==> src/rtl/clarvi_alu_sequencer_if.sv <==
// clarvi_alu_sequencer_if: decoded-instruction types plus the request/response/ALU
// bundle shared by the sequencer (slave) and its environment (master).
package clarvi_alu_pkg;
    typedef enum logic [4:0] {
        OP_ADD, OP_SUB, OP_SL, OP_SRL, OP_SRA, OP_XOR, OP_OR, OP_AND,
        OP_SLT, OP_SLTU, OP_LUI, OP_AUIPC, OP_JAL, OP_JALR
    } op_t;
    typedef struct packed {
        op_t        op;
        logic       is32_bit_op;
        logic [1:0] instr_part;
        logic       immediate_used;
    } instr_t;
endpackage

interface clarvi_alu_sequencer_if;
    import clarvi_alu_pkg::*;
    logic        req_valid;
    logic        req_ready;
    instr_t      req_instr;
    logic [63:0] req_rs1;
    logic [63:0] req_rs2;
    instr_t      alu_instr;
    logic [15:0] alu_rs1;
    logic [15:0] alu_rs2;
    logic        alu_stall;
    logic [15:0] alu_result;
    logic        resp_valid;
    logic        resp_ready;
    logic [63:0] resp_result;
    logic        busy;
    modport slave (
        input  req_valid, req_instr, req_rs1, req_rs2, alu_result, resp_ready,
        output req_ready, alu_instr, alu_rs1, alu_rs2, alu_stall, resp_valid, resp_result, busy
    );
    modport master (
        output req_valid, req_instr, req_rs1, req_rs2, alu_result, resp_ready,
        input  req_ready, alu_instr, alu_rs1, alu_rs2, alu_stall, resp_valid, resp_result, busy
    );
endinterface

==> src/rtl/clarvi_alu_sequencer.sv <==
// clarvi_alu_sequencer: runs a 64-bit op through a 16-bit ALU as four parts, ordering
// parts so carries flow upward and compares/right shifts flow downward.
module clarvi_alu_sequencer
    import clarvi_alu_pkg::*;
(
    input logic clock,
    input logic reset,
    clarvi_alu_sequencer_if.slave bus
);
    typedef enum logic [1:0] {IDLE, EXEC, DONE} state_t;
    state_t      state_q, state_d;
    logic [1:0]  s_q, s_d;
    instr_t      instr_q, instr_d;
    logic [63:0] rs1_q, rs1_d, rs2_q, rs2_d, result_q, result_d;
    logic        is_sr, is_shift, is32, descending;
    logic [1:0]  part;
    logic [5:0]  base, shamt;
    instr_t      alu_instr_c;
    always_comb begin
        is_sr      = instr_q.op inside {OP_SRL, OP_SRA};
        is_shift   = is_sr || instr_q.op == OP_SL;
        is32       = instr_q.is32_bit_op && (is_shift || instr_q.op inside {OP_ADD, OP_SUB});
        descending = instr_q.op inside {OP_SLT, OP_SLTU} || (is_sr && !is32);
        // 32-bit right shifts go high-to-low within each word: parts 1,0,3,2
        part       = (is_sr && is32) ? (s_q ^ 2'b01) : descending ? ~s_q : s_q;
        base       = {part, 4'b0};
        shamt      = {rs2_q[5] && !is32, rs2_q[4:0]};
        alu_instr_c                = instr_q;
        alu_instr_c.is32_bit_op    = is32;
        alu_instr_c.instr_part     = part;
        alu_instr_c.immediate_used = 1'b0;
    end
    assign bus.alu_instr   = alu_instr_c;
    assign bus.alu_rs1     = rs1_q[base +: 16];
    assign bus.alu_rs2     = is_shift ? {10'b0, shamt} : rs2_q[base +: 16];
    assign bus.alu_stall   = state_q != EXEC;
    assign bus.req_ready   = state_q == IDLE;
    assign bus.resp_valid  = state_q == DONE;
    assign bus.resp_result = result_q;
    assign bus.busy        = state_q != IDLE;
    always_comb begin
        state_d  = state_q;
        s_d      = s_q;
        instr_d  = instr_q;
        rs1_d    = rs1_q;
        rs2_d    = rs2_q;
        result_d = result_q;
        unique case (state_q)
            IDLE: if (bus.req_valid) begin
                instr_d  = bus.req_instr;
                rs1_d    = bus.req_rs1;
                rs2_d    = bus.req_rs2;
                result_d = '0;
                s_d      = 2'd0;
                state_d  = EXEC;
            end
            EXEC: begin
                result_d[base +: 16] = bus.alu_result;
                s_d                  = s_q + 2'd1;
                state_d              = (s_q == 2'd3) ? DONE : EXEC;
            end
            DONE: state_d = bus.resp_ready ? IDLE : DONE;
            default: state_d = IDLE;
        endcase
    end
    always_ff @(posedge clock or posedge reset) begin
        if (reset) begin
            state_q  <= IDLE;
            s_q      <= 2'd0;
            instr_q  <= '0;
            rs1_q    <= '0;
            rs2_q    <= '0;
            result_q <= '0;
        end else begin
            state_q  <= state_d;
            s_q      <= s_d;
            instr_q  <= instr_d;
            rs1_q    <= rs1_d;
            rs2_q    <= rs2_d;
            result_q <= result_d;
        end
    end
endmodule

==> src/flat_wrapper.sv <==
// flat-port wrapper written by rule: the top's interface ports become plain ports
module clarvi_alu_sequencer_flat import clarvi_alu_pkg::*;
  (clock, reset, bus_req_valid, bus_req_instr, bus_req_rs1, bus_req_rs2, bus_alu_result, bus_resp_ready, bus_req_ready, bus_alu_instr, bus_alu_rs1, bus_alu_rs2, bus_alu_stall, bus_resp_valid, bus_resp_result, bus_busy);
  clarvi_alu_sequencer_if bus_i ();
  input logic clock;
  input logic reset;
  input wire logic [$bits(bus_i.req_valid)-1:0] bus_req_valid;
  input wire logic [$bits(bus_i.req_instr)-1:0] bus_req_instr;
  input wire logic [$bits(bus_i.req_rs1)-1:0] bus_req_rs1;
  input wire logic [$bits(bus_i.req_rs2)-1:0] bus_req_rs2;
  input wire logic [$bits(bus_i.alu_result)-1:0] bus_alu_result;
  input wire logic [$bits(bus_i.resp_ready)-1:0] bus_resp_ready;
  output wire logic [$bits(bus_i.req_ready)-1:0] bus_req_ready;
  output wire logic [$bits(bus_i.alu_instr)-1:0] bus_alu_instr;
  output wire logic [$bits(bus_i.alu_rs1)-1:0] bus_alu_rs1;
  output wire logic [$bits(bus_i.alu_rs2)-1:0] bus_alu_rs2;
  output wire logic [$bits(bus_i.alu_stall)-1:0] bus_alu_stall;
  output wire logic [$bits(bus_i.resp_valid)-1:0] bus_resp_valid;
  output wire logic [$bits(bus_i.resp_result)-1:0] bus_resp_result;
  output wire logic [$bits(bus_i.busy)-1:0] bus_busy;
  assign bus_i.req_valid = bus_req_valid;
  assign bus_i.req_instr = bus_req_instr;
  assign bus_i.req_rs1 = bus_req_rs1;
  assign bus_i.req_rs2 = bus_req_rs2;
  assign bus_i.alu_result = bus_alu_result;
  assign bus_i.resp_ready = bus_resp_ready;
  assign bus_req_ready = bus_i.req_ready;
  assign bus_alu_instr = bus_i.alu_instr;
  assign bus_alu_rs1 = bus_i.alu_rs1;
  assign bus_alu_rs2 = bus_i.alu_rs2;
  assign bus_alu_stall = bus_i.alu_stall;
  assign bus_resp_valid = bus_i.resp_valid;
  assign bus_resp_result = bus_i.resp_result;
  assign bus_busy = bus_i.busy;
  clarvi_alu_sequencer u_core (.clock(clock), .reset(reset), .bus(bus_i));
endmodule
==> config.mk <==
export PLATFORM = sky130hd
export DESIGN_NAME = clarvi_alu_sequencer_flat
export DESIGN_NICKNAME = d
export VERILOG_FILES = /design/src/rtl/clarvi_alu_sequencer_if.sv /design/src/rtl/clarvi_alu_sequencer.sv /design/src/flat_wrapper.sv
export SDC_FILE = /design/constraint.sdc
export NUM_CORES = 1
export LEC_CHECK = 0
export BUFFER_PORTS_ARGS = -buffer_cell sky130_fd_sc_hd__buf_2
export CAP_MARGIN = 20
export CORE_MARGIN = 2
export CORE_UTILIZATION = 52
export CTS_CLUSTER_SIZE = 8
export DETAILED_ROUTE_END_ITERATION = 10
export GPL_TIMING_DRIVEN = 0
export PLACE_DENSITY = 0.81
export SKIP_CTS_REPAIR_TIMING = 1
export SLEW_MARGIN = 40
export SYNTH_ARGS = -nofsm -noshare
export SYNTH_HDL_FRONTEND = slang
export SYNTH_SLANG_ARGS = --single-unit
==> constraint.sdc <==
create_clock -name clock -period 7.1 [get_ports clock]
set_input_delay 1.065 -clock clock [delete_from_list [all_inputs] [get_ports clock]]
set_output_delay 1.065 -clock clock [all_outputs]
set_load 0.005 [all_outputs]
Word-level counts from Yosys, hierarchy flattened
Index checks and enable logic that the tools add are counted.
Widths: inputs -> output; s select.
{"block": "totals", "reg_bits": 202, "inputBits": 157, "out_inout_bits": 109, "elab_cells": 55}
{"block": "op_classes", "addsub": 2, "n_eq_ne": 11, "shift": 4, "muxes": 12, "n_bitwise": 2, "n_reduce_logical": 17}
{"cell": "$pmux 64 s2", "count": 1}
{"cell": "$shiftx 64x7->16", "count": 2}
{"cell": "$bwmux 64", "count": 1}
{"cell": "$mux 64", "count": 1}
{"cell": "$shift 16x8->64 const A", "count": 1}
{"cell": "$shiftx 16x8->64", "count": 1}
{"cell": "$mux 16", "count": 1}
{"cell": "$mux 2", "count": 6}
{"cell": "$eq 5x2->1 const B", "count": 2}
{"cell": "$eq 5x4->1 const B", "count": 2}
{"cell": "$reduce_bool 2->1", "count": 5}
{"cell": "$neg 6->8", "count": 1}
{"cell": "$pmux 2 s3", "count": 1}
{"cell": "$eq 5x1->1 const B", "count": 1}
{"cell": "$eq 5x3->1 const B", "count": 1}
{"cell": "$logic_not 5->1", "count": 1}
{"cell": "$eq 2x2->1 const B", "count": 2}
{"cell": "$logic_and 1x1->1", "count": 4}
{"cell": "$pmux 2 s2", "count": 1}
{"cell": "$reduce_and 2->1", "count": 2}
{"cell": "$logic_or 1x1->1", "count": 3}
{"cell": "$add 2x1->2 const B", "count": 1}
{"cell": "$eq 2x1->1 const B", "count": 1}
{"cell": "$logic_not 2->1", "count": 1}
{"cell": "other kinds (5)", "count": 5}

Longest topological paths before layout
Gate-level depths: netlist of run 1.
{"block": "logic_depth", "word_depth": 14, "ltp_mapped": 13, "mapped_depth_nobuf": 8}

Worst setup path after synthesis of run 1
Ideal clock, no wire load.
{"block": "synth_path", "kind": "register to output", "startpoint": "register u_core.instr_q (netlist bit u_core.bus.alu_instr[5])", "endpoint": "output bus_alu_rs1[10]", "arrival_ps": 2408, "t_required_ps": 6035, "setup_slack_ps": 3627, "stages_incl_launch_ff": 10, "path_buffers": 4, "cell_sequence": "dfrtp_1 > or4b_4 > and4_4 > buf_6 > or3_1 > buf_2 > inv_2 > buf_4 > buf_6 > mux2i_1"}
{"block": "synth_via", "elab_chain_cells": 11, "word_cells_on_any_way": 20}
{"item": "start, declared", "line_no": "clarvi_alu_sequencer.sv:13", "text": "instr_t instr_q, instr_d;"}
{"item": "start signal, assigned", "line_no": "clarvi_alu_sequencer.sv:77", "text": "instr_q <= instr_d;"}
{"item": "$eq 5x2->1 or $eq 5x3->1 (tied branches)", "line_no": "clarvi_alu_sequencer.sv:20", "text": "is_sr = instr_q.op inside {OP_SRL, OP_SRA};"}
{"item": "$reduce_bool 2->1", "line_no": "clarvi_alu_sequencer.sv:20"}
{"item": "$logic_or 1x1->1", "line_no": "clarvi_alu_sequencer.sv:21", "text": "is_shift = is_sr || instr_q.op == OP_SL;"}
{"item": "$logic_or 1x1->1", "line_no": "clarvi_alu_sequencer.sv:22", "text": "is32 = instr_q.is32_bit_op && (is_shift || instr_q.op inside {OP_ADD, OP_SUB});"}
{"item": "$logic_and 1x1->1", "line_no": "clarvi_alu_sequencer.sv:22"}
{"item": "$logic_not 1->1", "line_no": "clarvi_alu_sequencer.sv:23", "text": "descending = instr_q.op inside {OP_SLT, OP_SLTU} || (is_sr && !is32);"}
{"item": "$logic_and 1x1->1", "line_no": "clarvi_alu_sequencer.sv:23"}
{"item": "$logic_or 1x1->1", "line_no": "clarvi_alu_sequencer.sv:23"}
{"item": "$mux 2", "line_no": "clarvi_alu_sequencer.sv:25", "text": "part = (is_sr && is32) ? (s_q ^ 2'b01) : descending ? ~s_q : s_q;"}
{"item": "$mux 2 *", "line_no": "clarvi_alu_sequencer.sv:25"}
{"item": "named net bus_alu_instr[1]", "line_no": "flat_wrapper.sv:14", "text": "output wire logic [$bits(bus_i.alu_instr)-1:0] bus_alu_instr;"}
{"item": "$shiftx 64x7->16 *", "line_no": "clarvi_alu_sequencer.sv:34", "text": "assign bus.alu_rs1 = rs1_q[base +: 16];"}
{"item": "end, declared", "line_no": "flat_wrapper.sv:15", "text": "output wire logic [$bits(bus_i.alu_rs1)-1:0] bus_alu_rs1;"}
Mark *: on every way through the listed nets, which the timed path passes. The rest lies on a longest branch.

Worst setup path in the final report of run 1
{"block": "layout_path", "startpoint": "register u_core.instr_q (netlist bit u_core.bus.alu_instr[5])", "endpoint": "output bus_alu_rs1[7]"}
{"block": "layout_via", "elab_chain_cells": 11, "word_cells_on_any_way": 20}
{"item": "$eq 5x2->1 or $eq 5x3->1 (tied branches)", "line_no": "clarvi_alu_sequencer.sv:20"}
{"item": "$reduce_bool 2->1", "line_no": "clarvi_alu_sequencer.sv:20"}
{"item": "$logic_or 1x1->1", "line_no": "clarvi_alu_sequencer.sv:21"}
{"item": "$logic_or 1x1->1", "line_no": "clarvi_alu_sequencer.sv:22"}
{"item": "$logic_and 1x1->1", "line_no": "clarvi_alu_sequencer.sv:22"}
{"item": "$logic_not 1->1", "line_no": "clarvi_alu_sequencer.sv:23"}
{"item": "$logic_and 1x1->1", "line_no": "clarvi_alu_sequencer.sv:23"}
{"item": "$logic_or 1x1->1", "line_no": "clarvi_alu_sequencer.sv:23"}
{"item": "$mux 2", "line_no": "clarvi_alu_sequencer.sv:25"}
{"item": "$mux 2 *", "line_no": "clarvi_alu_sequencer.sv:25"}
{"item": "$shiftx 64x7->16 *", "line_no": "clarvi_alu_sequencer.sv:34"}
Mark *: on every way between the ends. The rest lies on a longest branch, timed or not.

==> summary by stage, run 1 <==
Status
The run finished with clean final reports.

CTS
The number of buffers created by CTS is 29. The maximum count of clock buffers along a single path is 3. TritonCTS built the clock tree. The root buffer cell is sky130_fd_sc_hd__clkbuf_16. The total number of H-tree levels is 1. The clock edge transition at the registers on the reported setup and hold paths is 0.05 ns. Clock tree synthesis found a total of roughly 200 sinks. The clock latency on the worst-skew pair is approximately 0.53 ns.

Timing
The final critical delay including setup and external delays is 4.60 ns. Based on the critical path, the design can be clocked at up to around 220 MHz. After layout, the worst path uses between 60% and 70% of the clock period. The max-slew violation count is 0. Setup violations remaining at the end of the flow were counted as 0. Headroom to the max-slew limit came out at ~42%. The clock tree skew after final layout is 0.0213 ns. At the pin with the least slew margin, the transition time is about 0.87 ns. Setup repair after global routing left no endpoint under its margin.

The final number of hold-violating endpoints came to 0.

Critical path
Tracing the worst setup path back leads to its startpoint at u_core.bus.alu_instr[5]$_DFFE_PP0P_. The number of cells traversed by the worst register-to-register path is 11. The arrival time of the worst setup path is roughly 3.5 ns.

The kind of critical path is reg -> out. At the worst endpoint, the required time is 6.03 ns. The worst register-to-register path begins at u_core.bus.alu_instr[6]$_DFFE_PP0P_.

Along the worst path, the maximum fanout reaches 12. The terminus of the critical flop-to-flop path is u_core.bus.resp_result[3]$_DFFE_PP0P_. STA classifies the critical path startpoint as a register.

In this run the register-to-register setup slack is approximately 3.1 ns. The endpoint class of the critical path is a primary output. The capturing element of the worst setup path is bus_alu_rs1[7].

Drt
In the final routed layout, each cell accounts on average for around 18 um. The count of routing violations after the opening detailed-route iteration is ~500. The number of routed nets with antenna violations is 0. The final wirelength is ~26000 um. The final route contains 7765 vias. In the routed design, unresolved DRC markers number 0. The first TritonRoute pass finished after 4 iterations. Dividing the detail-routed via count by the number of cells gives 5.50.

Layout
The synthesis-to-finish area growth is 27.4%. The storage element area is 0.00505 sq mm. The count of fill cells added during filler insertion is 1300. The final cell count without fillers is 1412. The area occupied by multi-input gates is ~0.0034 sq mm. At the end of the flow, the number of nets in the layout was 1354. Once layout is complete, the utilization of the core stands at a little under 70%.

The share of post-route cells with drive strength above 1 is between 20% and 30%.

Global routing
The leftover overflow at the end of global routing is 0. Global routing used 28.7% of the available tracks across all layers. The first global-routing pass estimated 40400 um of wire.

The number of antenna violations at the first check in global routing came to 3. Entering global routing, the biggest net connects 66 pins. The number of global-route vias before repair is 7666.

Die
The floorplan step defined a die boundary enclosing 0.0180 sq mm. The number of placed I/O pins is approximately 270. Measured along the y axis, the die boundary spans approximately 130 um.

The count of standard-cell rows is 47. The floorplan step defined a core boundary enclosing between 0.015 and 0.02 sq mm. Once the floorplan was initialized, standard cells occupied between 50% and 60% of the core.

The width of the chip is 134 um.

Logic synthesis
Dividing the synthesized area by the synthesized cell count gives approximately 9.8 sq um. During synthesis, Yosys emitted a total of 0 warnings. In the synthesized netlist, the number of instances is 896. The number of distinct library cell variants in the gate-level netlist after synthesis is 43.

The sequential fraction of the synthesis area is 57.3%. When the netlist entered floorplanning its net count stood at approximately 1100. The register bit count reported by yosys is about 200. The mapped cell area is between 0.008 and 0.009 sq mm.

Power
For this design the static power due to leakage is around 0.0063 uW. VDD sags by at most 0.000291 V. In this run the power density over the cells is 545 mW/mm^2.

Place
The congestion estimate from routability-driven global placement came to between 0.8 and 0.9. The post-DP HPWL is roughly 19000 um. Port buffering added 261 buffers. In this run, placement finished with an instance count of between 1000 and 1500.

Job
The number of maximum-capacitance violations is 0.

Hold path
The worst hold path belongs to the class reg -> reg.
## worst min path at each step
stage               cells past startpoint                      endpoint                    startpoint
floorplan                               2  u_core.rs2_q[48]$_DFFE_PP0P_  u_core.rs2_q[48]$_DFFE_PP0P_
global placement                        2  u_core.rs1_q[18]$_DFFE_PP0P_  u_core.rs1_q[18]$_DFFE_PP0P_
detailed placement                      2  u_core.rs2_q[48]$_DFFE_PP0P_  u_core.rs2_q[48]$_DFFE_PP0P_
CTS                                     2  u_core.rs2_q[10]$_DFFE_PP0P_  u_core.rs2_q[10]$_DFFE_PP0P_
global route                            2  u_core.rs1_q[31]$_DFFE_PP0P_  u_core.rs1_q[31]$_DFFE_PP0P_
finish                                  2  u_core.rs1_q[35]$_DFFE_PP0P_  u_core.rs1_q[35]$_DFFE_PP0P_
## per-layer routing
layer,share of wire [%],GRT usage (%),up-vias
li1,-,-,3552
met1,40,37.7,3742
met2,48,47.4,391
met3,8.1,5.86,78
met4,3.8,10.5,2
met5,0.050,0,-
## cells in the mapped netlist
cell type,instances,share of area (%)
sky130_fd_sc_hd__buf_2,8,0.45
sky130_fd_sc_hd__inv_1,11,0.47
sky130_fd_sc_hd__nor2_2,1,0.071
sky130_fd_sc_hd__a21oi_1,4,0.23
sky130_fd_sc_hd__and3b_1,1,0.099
sky130_fd_sc_hd__mux2i_1,71,8.1
sky130_fd_sc_hd__buf_6,4,0.51
sky130_fd_sc_hd__buf_1,1,0.043
sky130_fd_sc_hd__or3b_2,1,0.099
sky130_fd_sc_hd__nor2_1,2,0.085
sky130_fd_sc_hd__nor4_1,6,0.43
sky130_fd_sc_hd__and2_1,2,0.14
sky130_fd_sc_hd__o22ai_1,10,0.71
sky130_fd_sc_hd__o41ai_1,1,0.099
sky130_fd_sc_hd__and4_4,1,0.13
sky130_fd_sc_hd__dfrtp_1,202,57
sky130_fd_sc_hd__nand3_1,2,0.11
sky130_fd_sc_hd__nand3b_1,1,0.085
sky130_fd_sc_hd__a22o_1,65,6.5
sky130_fd_sc_hd__conb_1,1,0.043
sky130_fd_sc_hd__a211oi_1,10,0.85
sky130_fd_sc_hd__or4_1,1,0.085
sky130_fd_sc_hd__ha_1,6,0.85
sky130_fd_sc_hd__nor3b_1,2,0.17
sky130_fd_sc_hd__or4b_4,1,0.16
sky130_fd_sc_hd__buf_4,10,0.85
sky130_fd_sc_hd__nand4bb_1,1,0.13
sky130_fd_sc_hd__o21ai_0,11,0.62
sky130_fd_sc_hd__or3_1,1,0.071
sky130_fd_sc_hd__nor2b_1,4,0.28
sky130_fd_sc_hd__o221ai_1,1,0.099
sky130_fd_sc_hd__a311oi_2,1,0.17
sky130_fd_sc_hd__nor4_4,1,0.24
sky130_fd_sc_hd__o21a_1,2,0.17
sky130_fd_sc_hd__inv_2,1,0.043
sky130_fd_sc_hd__nand2_1,396,17
sky130_fd_sc_hd__and3_1,3,0.21
sky130_fd_sc_hd__o21ai_1,1,0.057
sky130_fd_sc_hd__nand2b_1,1,0.071
sky130_fd_sc_hd__nor3_1,1,0.057
sky130_fd_sc_hd__nor4b_1,6,0.60
sky130_fd_sc_hd__or2_2,1,0.071
sky130_fd_sc_hd__clkbuf_1,39,1.7
## layout make-up
| type | count | share of cell area (%) |
|---|---|---|
| Tap cell | 220 | 2.45 |
| Buffer | 62 | 2.76 |
| Timing Repair Buffer | 264 | 12.4 |
| Clock inverter | 1 | 0.0779 |
| Clock buffer | 29 | 6.46 |
| Antenna cell | 2 | 0.0445 |
| Inverter | 12 | 0.468 |
| Sequential cell | 202 | 45.0 |
| Multi-Input combinational cell | 620 | 30.4 |
## through the flow
step	cell area [sq um]	total power, uW	TNS [ns]	hold slack (ns)	setup WS [ns]
3_3_place_gp	10400	4830	-314.56	0.456	-1.57
6_report	11200	6130	0	0.471	2.50
4_1_cts	11200	6140	0	0.474	2.50
5_1_grt	11200	6520	0	0.489	2.33
3_5_place_dp	10500	4930	0	0.459	3.05
2_1_floorplan	8820	3770	0	0.438	0.524
## flip-flops by register name, indices dropped and copies added (netlist names)
| signal | cells |
|---|---|
| u_core.bus.alu_instr | 5 |
| u_core.instr_q | 1 |
| u_core.rs2_q | 64 |
| u_core.rs1_q | 64 |
| u_core.bus.resp_result | 64 |
| u_core.s_q | 2 |
| u_core.state_q | 2 |
## worst max-delay path: stages, from the launching register on
cell	delay, ns
sky130_fd_sc_hd__dfrtp_1	0.48
sky130_fd_sc_hd__or4b_4	0.58
sky130_fd_sc_hd__and4_4	0.20
sky130_fd_sc_hd__buf_6	0.12
sky130_fd_sc_hd__or3_1	0.34
sky130_fd_sc_hd__buf_2	0.18
sky130_fd_sc_hd__inv_2	0.13
sky130_fd_sc_hd__buf_4	0.25
sky130_fd_sc_hd__buf_6	0.24
sky130_fd_sc_hd__mux2i_1	0.32
sky130_fd_sc_hd__buf_2	0.17
## placed cells by master (no fill, tap or decap), types with 3 or more instances in the layout
| cell type | synthesis | layout |
|---|---|---|
| sky130_fd_sc_hd__nor4_1 | 6 | 6 |
| sky130_fd_sc_hd__buf_4 | 10 | 10 |
| sky130_fd_sc_hd__nor2b_1 | 4 | 4 |
| sky130_fd_sc_hd__o21ai_0 | 11 | 11 |
| sky130_fd_sc_hd__buf_2 | 8 | 269 |
| sky130_fd_sc_hd__nand2_1 | 396 | 396 |
| sky130_fd_sc_hd__buf_6 | 4 | 4 |
| sky130_fd_sc_hd__a22o_1 | 65 | 65 |
| sky130_fd_sc_hd__mux2i_1 | 71 | 71 |
| sky130_fd_sc_hd__ha_1 | 6 | 6 |
| sky130_fd_sc_hd__nor4b_1 | 6 | 6 |
| sky130_fd_sc_hd__clkbuf_1 | 39 | 39 |
| sky130_fd_sc_hd__inv_1 | 11 | 10 |
| sky130_fd_sc_hd__a21oi_1 | 4 | 4 |
| sky130_fd_sc_hd__dfrtp_1 | 202 | 202 |
| sky130_fd_sc_hd__buf_16 | 0 | 3 |
| sky130_fd_sc_hd__clkbuf_16 | 0 | 29 |
| sky130_fd_sc_hd__a211oi_1 | 10 | 10 |
| sky130_fd_sc_hd__o22ai_1 | 10 | 10 |
| sky130_fd_sc_hd__and3_1 | 3 | 3 |
## logic make-up after synthesis
group                      Yosys count  synth area share (%)
AOI/OAI and AO/OA                  106                  9.46
adders and majority gates            6                 0.851
other                                1                0.0425
buffers and inverters               74                  4.03
and+or+nand+nor                    436                  20.2
DFF                                202                  57.3
muxes                               71                  8.06
## power by group
part / switching [uW] / total (uW) / internal (uW)
Clock: 464 / 1170 / 709
Combinational: 1720 / 2970 / 1240
Sequential: 317 / 1990 / 1670
Note: power is estimated with default switching activity, not from simulation.
==> inputs of run 2 (changes only) <==
Settings changed: ABC_AREA set to 1, PLACE_DENSITY 0.81 to 0.8.
Clock period 7.1 ns to 4.3 ns, I/O delays scaled along.
==> summary by stage, run 2 <==
Logic synthesis
The count of flip-flops with a built-in enable after synthesis is 0 (unchanged). The net count after synthesis is 1300 (was 1059). The area share of the largest cell type after synthesis is 54.0% (was 57.3%).

Most frequent cells after synthesis: sky130_fd_sc_hd__nand2_1, sky130_fd_sc_hd__dfrtp_1, sky130_fd_sc_hd__o21ai_0 (was sky130_fd_sc_hd__nand2_1, sky130_fd_sc_hd__dfrtp_1, sky130_fd_sc_hd__mux2i_1). The cell type contributing the most total cell area after synthesis is sky130_fd_sc_hd__dfrtp_1 (unchanged). The sequential fraction of the synthesis area is 54.0% (was 57.3%). The most instantiated flip-flop cell in the synthesis netlist is sky130_fd_sc_hd__dfrtp_1 (unchanged).

The share of async-settable or async-resettable flops after synthesis came to 100% (unchanged). The yosys synthesis warning count is 0 (unchanged). The cell count after synthesis came to 1137 (was 896).

The number of distinct library cell variants in the gate-level netlist after synthesis came to 30 (was 43). The post-synthesis average cell area is 8.23 sq um (was 9.84 sq um). The mapped cell area is 0.00936 sq mm (was 0.00882 sq mm). The register bit count reported by yosys is 202 (unchanged). Ranking of synthesized cells by area: sky130_fd_sc_hd__dfrtp_1, sky130_fd_sc_hd__nand2_1, sky130_fd_sc_hd__o21ai_0, sky130_fd_sc_hd__nand3_1, sky130_fd_sc_hd__inv_1 (was sky130_fd_sc_hd__dfrtp_1, sky130_fd_sc_hd__nand2_1, sky130_fd_sc_hd__mux2i_1, sky130_fd_sc_hd__a22o_1, sky130_fd_sc_hd__clkbuf_1). The library cell with the highest instance count after synthesis is sky130_fd_sc_hd__nand2_1 (unchanged).

Die
The number of placed I/O pins came to 266 (unchanged). The count of standard-cell rows is 49 (was 47). The chip height is 138 um (was 134 um). The starting utilization of the core area is 52.5% (was 53.2%). The width of the chip is 138 um (was 134 um). The area of the placeable core is 0.0178 sq mm (was 0.0166 sq mm). The die outline area is 0.0191 sq mm (was 0.0180 sq mm).

Drt
The number of iterations in the first detailed-routing pass is 6 (was 4). The routed via count came to 8938 (was 7765). The average wire length per cell after detail routing came to 17.0 um (was 18.3 um). The count of routing violations after the opening detailed-route iteration is 666 (was 504). The via count normalized by instance count was 5.36 (was 5.50). The final wirelength came to 28400 um (was 25900 um). The number of routed nets with antenna violations was 0 (unchanged). The DRC violation count after routing is 0 (unchanged).

Critical path
The total number of cells along the worst setup path came to 9 (was 10). The endpoint class of the critical path is a primary output (unchanged). The arrival time of the worst setup path came to 2.58 ns (was 3.54 ns). The terminus of the critical flop-to-flop path is u_core.bus.resp_result[20]$_DFFE_PP0P_ (was u_core.bus.resp_result[3]$_DFFE_PP0P_).

The top cell family by delay on the critical path is simple AND/OR/NAND/NOR gates (unchanged). The kind of critical path is reg -> out (unchanged). The start of the worst register-to-register path is u_core.bus.alu_instr[7]$_DFFE_PP0P_ (was u_core.bus.alu_instr[6]$_DFFE_PP0P_). The cell with the largest stage delay on the worst path is sky130_fd_sc_hd__dfrtp_1 (was sky130_fd_sc_hd__or4b_4).

Cells along the critical path: nor2_2, nand3_4, nand3_4, nand3_1, nand2_2, buf_2, o211ai_1, o21ai_1, buf_2 (was or4b_4, and4_4, buf_6, or3_1, buf_2, inv_2, buf_4, buf_6, mux2i_1, buf_2). The sort of element at the start of the critical path is a register (unchanged). The largest fanout of any net on the critical path is 12 (unchanged). The internal reg-to-reg setup slack is 1.12 ns (was 3.10 ns).

The total buffers and inverters traversed by the critical path is 2 (was 6). The number of cells traversed by the worst register-to-register path was 12 (was 11). The data required time at the worst endpoint is 3.65 ns (was 6.03 ns). The critical path's largest stage delay is 0.46 ns (was 0.58 ns).

Timing
The worst slew margin relative to its limit came to 55.2% (was 42.3%). The worst-margin pin slew is 0.672 ns (was 0.866 ns). Derived from the worst setup path, the maximum achievable clock frequency is between 300 and 400 MHz. The count of final setup violators is 0 (unchanged). RSZ-0062 raised after global routing: no (unchanged). The final number of hold-violating endpoints was 0 (unchanged). The clock tree skew after final layout was 0.0191 ns (was 0.0213 ns). The final worst-path setup slack came to 1.08 ns (was 2.50 ns). The period utilization is approximately three quarters.

The summed negative setup slack over all endpoints is 0 ns (unchanged). The max-slew violation count is 0 (unchanged). After layout, the minimum clock period comes to ~3.2 ns.

Global routing
The number of antenna violations at the first check in global routing is 1 (was 3). The global-route wire length before repair is 45100 um (was 40400 um). The largest net degree at the start of global routing came to 27 (was 66).

The number of global-route vias before repair is 8807 (was 7666). The overall global routing resource usage is 29.1% (was 28.7%). The leftover overflow at the end of global routing is 0 (unchanged).

Hold path
The class of the most critical hold timing path is in -> async (was reg -> reg).

CTS
The CTS tree is done (unchanged). The clock latency on the worst-skew pair came to 0.53 ns (about the same). The total number of H-tree levels is 1 (unchanged). The clock net sink count came to 202 (unchanged). The maximum count of clock buffers along a single path came to 3 (unchanged). The root buffer cell is sky130_fd_sc_hd__clkbuf_16 (unchanged). The number of buffers created by CTS was 29 (unchanged). The clock edge transition at the registers on the reported setup and hold paths is 0.05 ns (about the same).

Layout
The count of fill cells added during filler insertion is 1513 (was 1300). The most common cell after layout, fill and taps aside is sky130_fd_sc_hd__nand2_1 (unchanged). The synthesis-to-finish area growth came to 27.4% (about the same). The final layout net count is 1601 (was 1354). The share of post-route cells with drive strength above 1 is 25.6% (was 27.4%). Highest-count cells in the layout ignoring fill and taps: sky130_fd_sc_hd__nand2_1, sky130_fd_sc_hd__buf_2, sky130_fd_sc_hd__dfrtp_1 (unchanged).

Power
The total power density per cell area is 882 mW/mm^2 (was 545 mW/mm^2). The reported leakage power is 0.00641 uW (was 0.00628 uW). The peak supply drop came to 0.000475 V (was 0.000291 V).

Place
The post-DP HPWL is 21100 um (was 18500 um). The final estimated routing congestion in global placement is 0.901 (was 0.870). The count of buffers inserted at the top-level ports is 261 (unchanged). The worst setup timing slack at the placement stage is 1.23 ns (was 3.05 ns).

Status
Outcome: complete, no violations (unchanged).

Job
The number of maximum-capacitance violations came to 0 (unchanged).
[run 2: cell count changes after synthesis, sizes merged, moves of 12 or more]
cell and delta:
a22o -64, buf +24, clkbuf -12, inv +90, mux2i -71, nand3 +108
nor2 +35, o211ai +16, o21ai +161
[run 2: where the power goes]
group | total, uW | internal, uW | leakage (uW) | switching, uW
registers | 3120 | 2720 | 0.00259 | 406
logic | 5460 | 1920 | 0.00346 | 3540
clock network | 1940 | 1170 | 0.000366 | 770
[run 2: worst max path at each step]
stage / startpoint / end / slack (ns)
floorplan: reset / u_core.bus.alu_instr[4]$_DFFE_PP0P_ / 1.04
detailed placement: u_core.bus.alu_instr[7]$_DFFE_PP0P_ / u_core.bus.resp_result[20]$_DFFE_PP0P_ / 1.23
global placement: reset / u_core.rs1_q[31]$_DFFE_PP0P_ / -0.13
global route: u_core.bus.alu_instr[7]$_DFFE_PP0P_ / u_core.bus.resp_result[20]$_DFFE_PP0P_ / 0.85
finish: u_core.bus.alu_instr[7]$_DFFE_PP0P_ / bus_alu_rs1[15] / 1.08
CTS: u_core.bus.alu_instr[7]$_DFFE_PP0P_ / bus_alu_rs1[15] / 1.08
[run 2: routing by layer]
layer  global-route usage (%)  vias up  part of all wire (%)
met5                        0        -                     0
met2                     46.8      438                    45
met4                     11.0        0                   3.8
met1                     40.5     4206                    43
li1                         -     4218                     -
met3                     4.57       76                   8.4
[run 2: per-stage QoR]
step           instances  power [uW]  util, %  area [sq um]  hold WS (ns)
2_1_floorplan       1137        6410        -          9360         0.444
3_3_place_gp        1627        8340     61.4         11000         0.458
3_5_place_dp        1636        8500     62.7         11200         0.461
4_1_cts             1667       10500     66.8         11900        0.0972
5_1_grt             1668       11300     66.9         11900         0.119
6_report            1668       10500     66.9         11900         0.105
[run 2: final cells by class]
| class | instances | area, sq um | area share (%) |
|---|---|---|---|
| multi-input cells | 758 | 3510 | 29.4 |
| inverters | 103 | 390 | 3.27 |
| plain buffers | 74 | 407 | 3.41 |
| diodes | 1 | 2.50 | 0.0210 |
| clock inverters | 2 | 17.5 | 0.147 |
| flip-flops and latches | 202 | 5050 | 42.4 |
| well taps | 229 | 287 | 2.40 |
| clock buffers | 29 | 726 | 6.08 |
| repair buffers | 270 | 1530 | 12.8 |
[run 2: logic make-up (layout without fill, tap and decap cells)]
kind of cell	count (synthesis)	count (layout)	synth area share, %
DFF	202	202	54.0
and+or+nand+nor	549	549	25.3
buffers and inverters	177	478	8.47
AOI/OAI and AO/OA	202	202	11.3
other	1	2	0.0401
adders and majority gates	6	6	0.802
